## config.mk

```make
export PLATFORM = sky130hd
export DESIGN_NAME = spike_input_queue_mc
export DESIGN_NICKNAME = d
export VERILOG_FILES = /design/src/rtl/spike_queue_pkg.sv /design/src/rtl/spike_input_queue_mc_rr_arbiter.sv /design/src/rtl/spike_input_queue_mc.sv
export SDC_FILE = /design/constraint.sdc
export NUM_CORES = 1
export LEC_CHECK = 0
export ABC_AREA = 1
export CAP_MARGIN = 20
export CORE_AREA = 2 2 245 126
export CTS_CLUSTER_DIAMETER = 80
export DETAILED_ROUTE_END_ITERATION = 7
export DIE_AREA = 0 0 247 128
export SLEW_MARGIN = 15
export SYNTH_ARGS = -nofsm -noshare
export SYNTH_HDL_FRONTEND = slang
export SYNTH_SLANG_ARGS = --single-unit
```

## constraint.sdc

```tcl
create_clock -name clk -period 2.6 [get_ports clk]
set_input_delay 0.26 -clock clk [delete_from_list [all_inputs] [get_ports clk]]
set_output_delay 0.26 -clock clk [all_outputs]
set_load 0.1 [all_outputs]
```

## src/rtl/spike_queue_pkg.sv

```systemverilog
// Shared types and helpers for the multi-channel spike input queue.
package spike_queue_pkg;

   localparam int SPIKE_B = 8;
   localparam int Q_W     = 4;

   typedef logic [SPIKE_B-1:0] spike_idx_t;

   typedef struct packed {
      logic [2:0] src;
      spike_idx_t data;
   } q_entry_t;

   // Index width that stays at least one bit, even for a single channel.
   function automatic int clog2_min1(input int n);
      return (n <= 2) ? 1 : $clog2(n);
   endfunction

endpackage

```

## src/rtl/spike_input_queue_mc_rr_arbiter.sv

```systemverilog
// Round-robin grant for the queue write channels; the pointer moves past the
// last accepted channel so that every requester is eventually served.
module rr_arbiter
   import spike_queue_pkg::*;
#(
   parameter int CH = 2
) (
   input  logic          clk,
   input  logic          reset_input_queue,
   input  logic          clr,
   input  logic [CH-1:0] req,
   input  logic          en,
   input  logic          advance,
   output logic [CH-1:0] gnt
);

   localparam int PW = clog2_min1(CH);

   logic [PW-1:0] rr_ptr;
   logic [PW-1:0] gnt_idx;

   // Scan from the highest offset down so the nearest requester wins.
   always_comb begin
      gnt     = '0;
      gnt_idx = '0;
      for (int k = CH - 1; k >= 0; k--) begin
         logic [PW-1:0] c;
         c = PW'((int'(rr_ptr) + k) % CH);
         if (en && req[c]) begin
            gnt     = '0;
            gnt[c]  = 1'b1;
            gnt_idx = c;
         end
      end
   end

   always_ff @(posedge clk or posedge reset_input_queue) begin
      if (reset_input_queue) begin
         rr_ptr <= '0;
      end else if (clr) begin
         rr_ptr <= '0;
      end else if (advance) begin
         rr_ptr <= (int'(gnt_idx) == CH - 1) ? '0 : gnt_idx + 1'b1;
      end
   end

endmodule

```

## src/rtl/spike_input_queue_mc.sv

```systemverilog
// Multi-channel FWFT spike queue: round-robin merge of CH writers into 2^W
// entries. Optional stats outputs enabled by SPIKE_QUEUE_STATS_EN.
module spike_input_queue_mc
   import spike_queue_pkg::*;
#(
   parameter  int B         = SPIKE_B,
   parameter  int W         = Q_W,
   parameter  int CH        = 2,
   parameter  int AF_MARGIN = 2,
   localparam int SW        = clog2_min1(CH)
) (
   input  logic            clk,
   input  logic            reset_input_queue,
   input  logic            clr_input_queue,
   input  logic [CH-1:0]   wr_input_queue,
   input  logic [CH*B-1:0] w_data_input_queue,
   output logic [CH-1:0]   wr_ready,
   input  logic            rd_input_queue,
   output logic [B-1:0]    r_data_input_queue,
   output logic [SW-1:0]   r_src,
   output logic [W:0]      count,
   output logic            empty_input_queue,
   output logic            full_input_queue,
   output logic            almost_full
`ifdef SPIKE_QUEUE_STATS_EN
   ,
   output logic [W:0]      high_water,
   output logic [15:0]     stall_cnt
`endif
);

   localparam int DEPTH = 1 << W;

   typedef struct packed {
      logic [SW-1:0] src;
      logic [B-1:0]  data;
   } entry_t;

   entry_t        mem [DEPTH];
   entry_t        wr_entry;
   entry_t        head;
   logic [W-1:0]  rd_ptr;
   logic [W-1:0]  wr_ptr;
   logic [W:0]    count_nxt;
   logic [CH-1:0] gnt;
   logic          arb_en;
   logic          wr_acc;
   logic          rd_acc;

   // A full queue still takes a write when the head leaves on the same edge.
   assign arb_en = !reset_input_queue && !clr_input_queue
                   && !(full_input_queue && !rd_input_queue);

   rr_arbiter #(.CH(CH)) u_arb (
      .clk               (clk),
      .reset_input_queue (reset_input_queue),
      .clr               (clr_input_queue),
      .req               (wr_input_queue),
      .en                (arb_en),
      .advance           (wr_acc),
      .gnt               (gnt)
   );

   assign wr_ready = gnt;
   assign wr_acc   = |(wr_input_queue & gnt);
   assign rd_acc   = rd_input_queue && !empty_input_queue && !clr_input_queue;

   always_comb begin
      wr_entry = '0;
      for (int i = 0; i < CH; i++) begin
         if (gnt[i]) begin
            wr_entry.src  = SW'(i);
            wr_entry.data = w_data_input_queue[i*B +: B];
         end
      end
   end

   always_comb begin
      count_nxt = count;
      case ({wr_acc, rd_acc})
         2'b10:   count_nxt = count + 1'b1;
         2'b01:   count_nxt = count - 1'b1;
         default: count_nxt = count;
      endcase
   end

   always_ff @(posedge clk or posedge reset_input_queue) begin
      if (reset_input_queue) begin
         rd_ptr <= '0;
         wr_ptr <= '0;
         count  <= '0;
      end else if (clr_input_queue) begin
         rd_ptr <= '0;
         wr_ptr <= '0;
         count  <= '0;
      end else begin
         if (wr_acc) wr_ptr <= wr_ptr + 1'b1;
         if (rd_acc) rd_ptr <= rd_ptr + 1'b1;
         count <= count_nxt;
      end
   end

   // Storage is never cleared; reset and flush only make it unreachable.
   always_ff @(posedge clk) begin
      if (wr_acc) mem[wr_ptr] <= wr_entry;
   end

   assign head               = mem[rd_ptr];
   assign r_data_input_queue = empty_input_queue ? '0 : head.data;
   assign r_src              = empty_input_queue ? '0 : head.src;

   assign empty_input_queue = (count == '0);
   assign full_input_queue  = (count == (W+1)'(DEPTH));
   assign almost_full       = (count >= (W+1)'(DEPTH - AF_MARGIN));

`ifdef SPIKE_QUEUE_STATS_EN
   always_ff @(posedge clk or posedge reset_input_queue) begin
      if (reset_input_queue) begin
         high_water <= '0;
         stall_cnt  <= '0;
      end else if (clr_input_queue) begin
         high_water <= '0;
         stall_cnt  <= '0;
      end else begin
         if (count_nxt > high_water) high_water <= count_nxt;
         if (|wr_input_queue && !wr_acc && stall_cnt != 16'hFFFF)
            stall_cnt <= stall_cnt + 1'b1;
      end
   end
`endif

endmodule

```

==> out/qor.csv <==
stage;metric;value;unit
status;status;completed;
worst_setup_path;cpPeakStageDelay;0.47;ns
finish;antenna_cells;0;
timing;finalMaxSlewViolations;0;
logic_synthesis;synthTopCellsByArea;edfxtp_1, o21ai_0, nor2_1, dfrtp_1, o221ai_1;
drt;drt-initial-drc-count;513;
logic_synthesis;synth_top_area_cell;edfxtp_1;
floorplanning;io-pin-count;41;
timing;relSlewSlack;53.8;%
worst_setup_path;end_kind;output port;
grt;grt_use_met3;4.12;%
logic_synthesis;ys_types;32;
power_and_ir_drop;vdd_drop_max;0.000428;V
worst_setup_path;worstReg2RegEnd;mem[13][1]$_DFFE_PP_;
power_and_ir_drop;p_leak;3.03;nW
worst_setup_path;r2r_start;count[2]$_DFFE_PP0P_;
logic_synthesis;ys_seq_area_share;69.6;%
clock_network;clk_latency;0.44;ns
finish;nNetsFinal;645;
logic_synthesis;synthCells;551;
floorplanning;core;0.0297;mm²
clock_network;clk_pin_slew_worst_paths;0.06;ns
grt;grt_util_met1;19.8;%
timing;report.final.hold_viol_count;0;
clock_network;cts_tree;built;
grt;overflow;0;
timing;setup_viol;0;
logic_synthesis;syn-num-nets;580;
floorplanning;die_h;128;µm
place;place_congestion;0.790;
drt;dr.pass1.iters;5;
timing;worst_pin_slew;0.692;ns
grt;gr-usage-all-layers;12.5;%
min_path;hold_path.class;in2async;
grt;grt.busiest_layer;met1;
worst_setup_path;critPathKind;reg2out;
clock_network;cts_max_path_buffers;2;
finish;layoutNonFillerInstCount;1028;
floorplanning;rows;45;
worst_setup_path;critical_path.top_delay_family;compound AO/OA/AOI/OAI gates;
clock_network;cts_sinks;158;
grt;grt_pass1_wl;28700;µm
grt;grt_pass1_vias;4349;
logic_synthesis;synth_common_cells;edfxtp_1, nor2_1, o21ai_0, nand2_1, o221ai_1;
timing;fin_hold_ws;0.188;ns
clock_network;holdBufCountCts;0;
floorplanning;die-area;0.0316;mm²
timing;finalClockSkew;0.00773;ns
grt;grt_antenna_before_repair;0;
drt;routedWlPerCell;18.4;µm
drt;ant_nets;0;
logic_synthesis;synth-edff-count;144;
drt;routed_wl;19000;µm
logic_synthesis;synth_ff_type;edfxtp_1;
clock_network;root_buffer;clkbuf_16;
worst_setup_path;r2r_slack;0.55;ns
place;dp.cells;989;
drt;viasPerCell;4.54;
worst_setup_path;worst_ep_arrival_time;2.26;ns
worst_setup_path;crit_required;2.34;ns
timing;max_clock_freq;397;MHz
floorplanning;die-width;247;µm
place;port_buffers;40;
finish;drive_gt1_share;20.7;%
drt;vias;4672;
drt;drc_errors;0;
worst_setup_path;path_max_fanout;15;
logic_synthesis;synth_top_area_share;64.4;%
worst_setup_path;crit_chain;inv_6 > buf_12 > o21ai_0 > o22ai_1 > nor2_1 > nor2_1 > o21ai_1 > a21oi_4 > buf_12;
worst_setup_path;reg2reg_depth;6;
timing;rsz0062_at_grt;true;
worst_setup_path;worstSetupStartpointType;flip-flop;
timing;period_needed;2.52;ns
place;place_hpwl;12200;µm
logic_synthesis;synthArstFlopShare;8.86;%
job;maxCapViolCount;0;
logic_synthesis;synth_warnings;0;
clock_network;cts_made_buffers;17;
finish;area_growth;29.3;%
grt;met2_usage;15.6;%
clock_network;htree_levels;4;
timing;finalCritPeriodShare;96.9;%
logic_synthesis;synth-seq-cells;158;
worst_setup_path;cp_num_buf_inv;3;
logic_synthesis;yosysMostFrequentCell;edfxtp_1;
floorplanning;start_util;22.6;%
power_and_ir_drop;cellPowerDensity;1110;mW/mm²
logic_synthesis;syn_area;0.00672;mm²
worst_setup_path;critPathSlowestCell;dfrtp_2;
grt;grt_max_degree;39;
logic_synthesis;postSynthAreaPerCell;12.2;µm²
## cells by family (layout without fill, tap and decap cells)
logic type | count (synthesis) | count (layout) | synth area share, %
flops | 158 | 158 | 69.6
xor+xnor | 1 | 1 | 0.130
simple gates | 180 | 180 | 12.1
buf+inv | 57 | 135 | 3.39
fa+ha+maj | 7 | 7 | 1.30
compound gates | 148 | 148 | 13.5
## what timing repair did
action,4_1_cts,5_1_grt
cloned,2,1
setup buffers,2,2
gates resized for setup,5,13
pin swaps,1,8
setup endpoints to repair,7,9
## area by class of cell
cell class                      count  area [µm²]
Fill cell                        2959       21000
Multi-Input combinational cell    336        1930
Timing Repair Buffer               75         868
Clock inverter                     15         163
Tap cell                          399         499
Inverter                           28         115
Clock buffer                       17         425
Sequential cell                   158        4680
## stage by stage
| step | worst slack, ns | util [%] | TNS, ns | total power, mW | area, µm² |
|---|---|---|---|---|---|
| after floorplan | 0.0636 | - | 0 | 5.66 | 6820 |
| after global placement | 0.298 | 26.8 | 0 | 6.94 | 7940 |
| after detailed placement | 0.304 | 26.8 | 0 | 6.94 | 7940 |
| after CTS | -0.00481 | 29.0 | -0.00704 | 9.62 | 8610 |
| after global routing | -0.0317 | 29.3 | -0.0451 | 9.99 | 8680 |
| final | 0.0793 | 29.3 | 0 | 9.62 | 8680 |
## routing by layer
metal	share of wire, %	wire [µm]
met2	39	7380
met5	0	0
met3	9.0	1710
met4	1.3	237
met1	51	9640
## layout by cell type (no fill, tap or decap), types with 2 or more instances in the layout
master	n
edfxtp_1	144
nor2_1	101
o21ai_0	81
nand2_1	36
buf_4	35
o221ai_1	25
nand3_1	24
clkdlybuf4s50_1	21
clkbuf_16	18
inv_1	16
buf_12	15
o22ai_1	11
a21oi_4	9
inv_2	8
a22o_1	8
dfrtp_1	8
ha_1	7
o21ai_1	6
dfrtp_2	6
nand2_2	5
clkinvlp_4	5
inv_6	4
clkinv_2	4
a21oi_1	3
nor2_4	2
nand2_4	2
nand4_1	2
bufinv_16	2
inv_8	2
buf_16	2
## power by group
group / leakage [nW] / internal, mW / switching [mW]
combinational: 1.24 / 1.30 / 2.88
sequential: 1.51 / 2.84 / 0.106
clock: 0.280 / 1.43 / 1.07
total: 3.03 / 5.57 / 4.06
## registers in the layout (all words and copies together), names as in the netlist
| register | cells |
|---|---|
| u_arb.rr_ptr | 1 |
| mem | 144 |
| rd_ptr | 4 |
| count | 5 |
| wr_ptr | 4 |
## worst max path at each step
stage	cells past startpoint	to	from	slack [ns]
detailed placement	12	count[4]$_DFFE_PP0P_	wr_input_queue[1]	0.30
global placement	8	r_data_input_queue[3]	rd_ptr[0]$_DFFE_PP0P_	0.30
CTS	8	r_data_input_queue[5]	rd_ptr[1]$_DFFE_PP0P_	-0.005
floorplan	4	r_data_input_queue[0]	count[4]$_DFFE_PP0P_	0.06
finish	9	r_data_input_queue[5]	rd_ptr[0]$_DFFE_PP0P_	0.08
global route	9	r_data_input_queue[5]	rd_ptr[1]$_DFFE_PP0P_	-0.03
Note: power is estimated with default switching activity, not from simulation.
